File: src/rtl/pe_ur_pkg.sv
// Shared types and helpers for the unary-rate border PE: FSM states, bit
// reversal, magnitude clamping and saturating add on wide scratch values.
package pe_ur_pkg;

    typedef enum logic [1:0] {IDLE, RUN, DONE} state_t;

    localparam int FW = 32;

    // Reverse the low k bits of value; bits at k and above come back as 0.
    function automatic logic [FW-1:0] bitrev(input logic [FW-1:0] value, input int k);
        logic [FW-1:0] r;
        r = '0;
        for (int i = 0; i < FW; i++)
            if (i < k) r[k-1-i] = value[i];
        return r;
    endfunction

    function automatic logic [FW-1:0] abs_clamp(input logic signed [FW-1:0] v, input int m);
        logic [FW-1:0] a;
        logic [FW-1:0] lim;
        a   = v[FW-1] ? $unsigned(-v) : $unsigned(v);
        lim = (FW'(1) << m) - FW'(1);
        return (a > lim) ? lim : a;
    endfunction

    function automatic logic signed [63:0] sat_add(input logic signed [63:0] a,
                                                   input logic signed [63:0] b,
                                                   input bit sat, input int ow);
        logic signed [63:0] s;
        logic signed [63:0] hi;
        logic signed [63:0] lo;
        s  = a + b;
        hi = (64'sd1 <<< (ow - 1)) - 64'sd1;
        lo = -(64'sd1 <<< (ow - 1));
        if (sat && s > hi) s = hi;
        if (sat && s < lo) s = lo;
        return s;
    endfunction

endpackage

File: src/rtl/ur_streamgen.sv
// Combinational rate-coded stream generator: compares each magnitude against
// a counter-derived threshold and ANDs the two resulting bits.
module ur_streamgen
    import pe_ur_pkg::*;
#(
    parameter int IWIDTH = 8,
    localparam int M  = IWIDTH - 1,
    localparam int KW = $clog2(IWIDTH)
) (
    input  logic [M-1:0]  ctr,
    input  logic [KW-1:0] k,
    input  logic [M-1:0]  wght_abs,
    input  logic [M-1:0]  ifm_abs,
    output logic [M-1:0]  rnd_w,
    output logic [M-1:0]  rnd_i,
    output logic          prod
);
    logic [FW-1:0] rev;

    // The weight sees a linear ramp and the activation a bit-reversed one,
    // so the two streams stay decorrelated over the whole 2^k window.
    always_comb begin
        rev   = bitrev(FW'(ctr), int'(k));
        rnd_w = ctr << (M - int'(k));
        rnd_i = rev[M-1:0] << (M - int'(k));
        prod  = (wght_abs > rnd_w) & (ifm_abs > rnd_i);
    end

endmodule

File: src/rtl/pe_border_ur.sv
// Left-edge unary-rate PE: runs a 2^k-cycle rate-coded MAC and folds the
// signed result into the upstream partial sum on completion.
module pe_border_ur
    import pe_ur_pkg::*;
#(
    parameter int IWIDTH = 8,
    parameter int OWIDTH = 16,
    parameter int SAT    = 1,
    localparam int M  = IWIDTH - 1,
    localparam int KW = $clog2(IWIDTH)
) (
    input  logic                     clk,
    input  logic                     rst_n,
    input  logic                     start,
    input  logic [KW-1:0]            cycle_log,
    input  logic signed [IWIDTH-1:0] ifm,
    input  logic                     en_w,
    input  logic                     clr_w,
    input  logic                     wght_sign,
    input  logic [M-1:0]             wght_abs,
    input  logic                     clr_o,
    input  logic signed [OWIDTH-1:0] ofm,
    output logic                     busy,
    output logic                     done,
    output logic                     start_d,
    output logic                     ifm_sign_d,
    output logic [M-1:0]             ifm_abs_d,
    output logic                     wght_sign_d,
    output logic [M-1:0]             wght_abs_d,
    output logic signed [OWIDTH-1:0] ofm_d
);
    state_t             state, nstate;
    logic [M-1:0]       ctr;
    logic [M-1:0]       last_ctr;
    logic [KW-1:0]      k_q;
    logic [M:0]         partial, partial_nx, inc;
    logic [M-1:0]       rnd_w, rnd_i;
    logic               prod, accept, last;
    logic signed [63:0] delta, sum;

    ur_streamgen #(.IWIDTH(IWIDTH)) u_gen (
        .ctr(ctr), .k(k_q), .wght_abs(wght_abs_d), .ifm_abs(ifm_abs_d),
        .rnd_w(rnd_w), .rnd_i(rnd_i), .prod(prod)
    );

    assign accept   = (state == IDLE) && start && !clr_o;
    assign last_ctr = ~({M{1'b1}} << k_q);
    assign last     = (state == RUN) && (ctr == last_ctr);
    assign busy     = (state == RUN);
    assign done     = (state == DONE);

    // Each hit is worth 2^(M-k), so a full window saturates at exactly 2^M.
    always_comb begin
        inc        = prod ? ((M+1)'(1) << (M - int'(k_q))) : '0;
        partial_nx = partial + inc;
        delta      = $signed(64'(partial_nx));
        if (ifm_sign_d ^ wght_sign_d) delta = -delta;
        sum        = sat_add(64'(ofm), delta, SAT != 0, OWIDTH);
    end

    always_comb begin
        nstate = state;
        case (state)
            IDLE:    if (start) nstate = RUN;
            RUN:     if (ctr == last_ctr) nstate = DONE;
            DONE:    nstate = IDLE;
            default: nstate = IDLE;
        endcase
        if (clr_o) nstate = IDLE;
    end

    always_ff @(posedge clk or negedge rst_n) begin
        if (!rst_n) begin
            state      <= IDLE;
            ctr        <= '0;
            k_q        <= '0;
            partial    <= '0;
            start_d    <= 1'b0;
            ifm_sign_d <= 1'b0;
            ifm_abs_d  <= '0;
            ofm_d      <= '0;
        end else begin
            state   <= nstate;
            start_d <= accept;
            if (accept) begin
                ifm_sign_d <= ifm[IWIDTH-1];
                ifm_abs_d  <= M'(abs_clamp(FW'(ifm), M));
                k_q        <= (cycle_log > KW'(M)) ? KW'(M) : cycle_log;
                ctr        <= '0;
                partial    <= '0;
            end else if (state == RUN) begin
                ctr     <= ctr + M'(1);
                partial <= partial_nx;
            end
            if (clr_o) begin
                partial <= '0;
                ofm_d   <= '0;
            end else if (last) begin
                ofm_d <= OWIDTH'(sum);
            end
        end
    end

    always_ff @(posedge clk or negedge rst_n) begin
        if (!rst_n) begin
            wght_sign_d <= 1'b0;
            wght_abs_d  <= '0;
        end else if (clr_w) begin
            wght_sign_d <= 1'b0;
            wght_abs_d  <= '0;
        end else if (en_w) begin
            wght_sign_d <= wght_sign;
            wght_abs_d  <= wght_abs;
        end
    end

endmodule

File: config.mk
export PLATFORM = sky130hd
export DESIGN_NAME = pe_border_ur
export DESIGN_NICKNAME = d
export VERILOG_FILES = /design/src/rtl/pe_ur_pkg.sv /design/src/rtl/ur_streamgen.sv /design/src/rtl/pe_border_ur.sv
export SDC_FILE = /design/constraint.sdc
export NUM_CORES = 1
export LEC_CHECK = 0
export CAP_MARGIN = 20
export CORE_ASPECT_RATIO = 0.9
export CORE_UTILIZATION = 52
export DETAILED_ROUTE_END_ITERATION = 16
export PLACE_DENSITY = 0.8
export SYNTH_ARGS = -nofsm -noshare
export SYNTH_HDL_FRONTEND = slang
export SYNTH_SLANG_ARGS = --single-unit
File: constraint.sdc
create_clock -name clk -period 23.8 [get_ports clk]
set_clock_uncertainty 0.1 [all_clocks]
set_input_delay 2.38 -clock clk [delete_from_list [all_inputs] [get_ports clk]]
set_output_delay 2.38 -clock clk [all_outputs]
set_load 0.02 [all_outputs]
Word level (Yosys, flattened, before mapping)
Cells that the tools add are included.
Widths: inputs -> output; s select.
- add/subtract/negate cells: 13
- magnitude comparators: 27
- eq/ne operators: 5
- shift-type cells: 4
- muxes and demuxes: 49
- bitwise gates (word level): 4
- reductions and logical operators: 17
- operator list (kind ; number):
    $ge 32x1->1 const B ; 7
    $lt 32x7->1 const B ; 7
    $mux 32 ; 7
    $bwmux 32 ; 6
    $mux 64 ; 2
    $sub 32x4->32 const B ; 3
    $add 16x64->64 ; 1
    $gt 64x16->1 const B ; 1
    $lt 64x16->1 const B ; 1
    $neg 8->64 ; 1
    $shl 7x32->7 ; 2
    $sub 32x3->32 const B ; 2
    $mux 16 ; 3
    $mux 7 ; 6
    $demux 1 s5 ; 7
    $and 32x32->32 ; 1
    $gt 32x7->1 const B ; 1
    $mux 8 ; 4
    $neg 8->32 ; 1
    $shl 1x32->8 const A ; 1
    $sub 32x2->32 const B ; 1
    $gt 7x7->1 ; 2
    $logic_and 1x1->1 ; 10
    $lt 3x3->1 const A ; 3
    other kinds (25) ; 39
- flip-flop bits (word level): 53
- input bits: 41
- logic and storage cells: 129

Logic depth before layout (Yosys ltp)
- depth after elaboration: 33
- mapped depth: 53
- mapped depth without buffers: 50

Hierarchy
From an unflattened synthesis, not the netlist that was laid out.
- cells, all modules: 846
- area total of the unflattened synthesis: 6907.9 sq um
- modules (own cells, without submodules) (module ; times used ; cells each ; area each (sq um) ; sequential area each (sq um)):
    pe_border_ur ; 1 ; 569 ; 4820.9 ; 1326.3
    ur_streamgen ; 1 ; 277 ; 2087.0 ; 0.0

Least setup slack after synthesis
OpenSTA, ideal clock, no wires.
- path type: reg2reg
- start: register k_q[1]
- end: register ofm_d[10]
- setup time: 0.076 ns
- arrival: 10.999 ns
- path slack: 12.625 ns
- cell stages (with the launch flop): 49
- buffers on the path: 3
- clock period less this slack: 11.175 ns
- path through: dfrtp_1 > clkbuf_1 > inv_1 > clkbuf_1 > ha_1 > ha_1 > inv_1 > a31oi_1 > nand2_1 > ha_1 > or4_1 > a21o_1 > nor2_1 > a31oi_1 > a211oi_1 > a21oi_1 > a221o_1 > a31oi_1 > [... 13 more ...] > o221ai_1 > nor3_2 > ha_1 > nand2_1 > o21ai_0 > ha_1 > nand2_1 > o21ai_0 > nor2_1 > o32a_1 > o211a_1 > or2_2 > o2bb2ai_1 > xnor2_1 > a211oi_1 > a41oi_2 > buf_2 > o21ai_1
- word-level cells in the longest chain between the ends: 33
- elaborated cells on any way between the ends: 86
- classes of those cells: add/sub: 11; order compare: 25; eq/ne: 1; shift: 4; mux: 33; bitwise: 3; reduce/logical: 9
- ends and longest elaborated chain (what ; RTL line ; source):
    start, declared ; pe_border_ur.sv:35 ; logic [KW-1:0] k_q;
    start signal, assigned ; pe_border_ur.sv:88 ; k_q <= (cycle_log > KW'(M)) ? KW'(M) : cycle_log;
    parallel branches: the longest is 33 deep, another holds $sub 32x2->32 ; -- ;
    end signal, assigned ; pe_border_ur.sv:99 ; ofm_d <= OWIDTH'(sum);
    end, declared ; pe_border_ur.sv:30 ; output logic signed [OWIDTH-1:0] ofm_d
Parallel ways; which one is timed is not known. The select of a mux whose other input is x is not followed.
A chain may end at the register's enable or synchronous reset.

Worst setup path in the final report
Same ends and word-level chain as after synthesis.

==> metrics <==
largest cells by area after synthesis=dfrtp_1 19%, ha_1 14%, nand2_1 5.9%; final hold slack=0.388 ns; Async S/R FF share, synth=1.00; Starting Density=0.536; CP Max Fanout=22; Least-Margin Pin Slew=roughly 1.1 ns; largest family of logic cells by synthesized area=simple AND/OR/NAND/NOR gates; GR Overflow Total=0; max cap viols=0; slowest stage delay, CP=around 0.8 ns; Synth Cell Area=approximately 6800 sq um; CP startpoint kind=flop; CTS H-tree depth=2; routed via count=around 7000; Worst Path Required=23.86 ns; drt first pass iters=6; most used cell, CP=ha_1; register area share after synthesis=0.194; clock net sink count=between 50 and 60; Rows=39; status=completed; Post-CTS Setup Bufs=0; Top Ports=76; PortBufs=75; Synth area leader=dfrtp_1; Bufs and invs on worst path=3; design area=just under 8000 sq um; Yosys top cell area share=0.194; Synth Area per Inst=around 7.6 sq um; power per cell area=about 130 nW/um^2; RSZ-0062 raised after global routing=false; total die area=~14000 sq um; CP endpoint kind=flop; Die Span X=about 120 um; routed length per instance=approximately 17 um; GRT Resource Usage Total=0.278; Area Growth Syn to Fin=13.4%; worst skew pair latency=0.30 ns; DP HPWL=around 14 mm; Crit Path Class=reg -> reg; Reg clk slew, reported paths=approximately 0.080 ns; Synth Area in Simple Gates=0.247; Compound-Gate Fraction of Synth Area=0.243; CTS Buf Count=5; Post-synth EDFFs=0; Final Hold Fails=0; first-pass GRT wire length=between 30 and 40 mm; number of global-route vias before repair=approximately 6300; Post-Place Setup Slack=roughly 10 ns; post-route ant nets=0; Mapped Nets=between 1000 and 1500; n_diodes=0; slew margin rel.=0.260; maximum vdd drop=86.4 uV; cell family with the largest share of critical-path delay=compound AO/OA/AOI/OAI gates; root buf cell=clkbuf_16; final setup TNS=0 ns; setup ws final=approximately 10 ns; worst hold path class=reg -> reg; fin nets=about 1100; count of final setup violators=0; CTS tree=yes; Adder-Cell Fraction of Synth Area=0.159; placed inst area=approximately 7600 sq um; top_reg_cell synth=dfrtp_1; CTS resizes=0; post-synthesis mux area share=0.0440; clk buf depth=2; gpl congestion=1.00; fmax=73.0 MHz; leakage power=roughly 0.0034 uW; initial antenna violation count=0; final wirelength=approximately 19 mm; Mapped Cells=between 900 and 1000; Iteration-0 DRC Markers=between 600 and 700; share of layout cells above drive strength 1=0.0544; Die Y=between 100 and 150 um; largest net degree at the start of global routing=between 50 and 60; CP max-delay cell=dfrtp_1; drt drc=0; post-route minimum period=between 10 and 15 ns; Yosys cell types=80; CTS Hold Buffers Added=0; filler instances=roughly 1100; WP data arrival=between 10 and 15 ns; Synth Register Bits=53; Final Max Slew Viols=0; Post-Synth XOR/XNOR Area=0.0587; Vias per Instance=between 6 and 7; Core ar.=12700 sq um; crit share post-route=0.576; Synth Warn #=0
[metal layers]
metal | global-route usage | up-vias | part of all wire
met4 | 0.0585 | 0 | 0.017
met1 | 0.430 | 3213 | 0.47
met5 | 0 | - | 0
met2 | 0.409 | 346 | 0.43
met3 | 0.0340 | 33 | 0.081
li1 | - | 3358 | -
[report_power, final]
| group | total (uW) | internal [uW] | switching, uW |
|---|---|---|---|
| registers | 130 | 103 | 27.4 |
| clock network | 78.7 | 40.5 | 38.2 |
| logic | 786 | 306 | 480 |
[per-stage QoR]
step	cells	util	total power (uW)
2_1_floorplan	902	-	732
3_3_place_gp	1093	0.596	889
3_5_place_dp	1093	0.596	896
4_1_cts	1101	0.608	980
5_1_grt	1101	0.608	1090
6_report	1101	0.608	995
[layout by cell type (no fill, tap or decap), types with 5 or more instances in the layout]
master / netlist / layout
nand2_1: 108 / 108
nor2_1: 96 / 96
ha_1: 77 / 77
clkdlybuf4s50_1: 0 / 74
a21oi_1: 61 / 61
dfrtp_1: 53 / 53
nand3_1: 42 / 42
inv_1: 36 / 36
o21ai_0: 36 / 36
xnor2_1: 27 / 27
a31oi_1: 22 / 22
mux2i_1: 21 / 21
nor3_1: 17 / 17
nand4_1: 16 / 16
a21o_1: 15 / 15
xor2_1: 15 / 15
o21ai_1: 13 / 13
and3_1: 11 / 11
a211oi_1: 11 / 11
nor2b_1: 11 / 11
and2_1: 8 / 8
mux2_2: 8 / 8
nor4_1: 8 / 8
o31ai_1: 8 / 8
o211ai_1: 7 / 7
maj3_1: 7 / 7
o22ai_1: 6 / 6
nand2b_1: 6 / 6
o221ai_1: 6 / 6
or3_1: 5 / 5
or2_2: 5 / 5
a31o_2: 5 / 5
o21a_1: 5 / 5
clkbuf_16: 0 / 5
[area by class of cell]
class	instances	area, sq um	share of cell area
sequential	53	1330	0.171
inverter	40	150	0.0194
clock inverter	3	28.8	0.00372
timing repair buffer	79	776	0.100
tap	164	205	0.0265
clock buffer	5	125	0.0162
multi-input combinational	757	5130	0.663
[final timing paths]
kind / startpoint / end / slack [ns] / depth (start not counted)
worst max-delay path: k_q[1] / ofm_d[10] / 10.09 / 42
worst min-delay path: ofm_d[8] / ofm_d[8] / 0.39 / 2
worst max register to register: k_q[1] / ofm_d[10] / 10.09 / 42
worst min register to register: ofm_d[8] / ofm_d[8] / 0.39 / 2
max in group asynchronous: rst_n / partial[7] / 21.01 / 2
min in group asynchronous: rst_n / ofm_d[14] / 2.11 / 2
[tightest hold or removal path: stages (launching register included)]
cell and delay, ns:
dfrtp_1 0.35, nand2_1 0.05, o21ai_1 0.06
[sequential cells by signal, indices dropped and copies added (netlist names), 2 cells and up]
signal,cells
ofm_d,16
ifm_abs_d,7
wght_abs_d,7
k_q,3
ctr,7
partial,8
state,2
[cells by family (layout without fill, tap and decap cells)]
| logic type | Yosys count | in the layout |
|---|---|---|
| compound gates | 245 | 245 |
| xor+xnor | 44 | 44 |
| fa+ha+maj | 87 | 87 |
| buf+inv | 92 | 127 |
| flops | 53 | 53 |
| mux | 29 | 29 |
| simple gates | 352 | 352 |
[synth_stat cells, types with 16 or more instances]
master / count
nor2_1: 96
clkbuf_1: 39
inv_1: 36
a31oi_1: 22
nor3_1: 17
nand4_1: 16
o21ai_0: 36
mux2i_1: 21
nand3_1: 42
ha_1: 77
xnor2_1: 27
dfrtp_1: 53
a21oi_1: 61
nand2_1: 108
(Power assumes the default switching activity.)
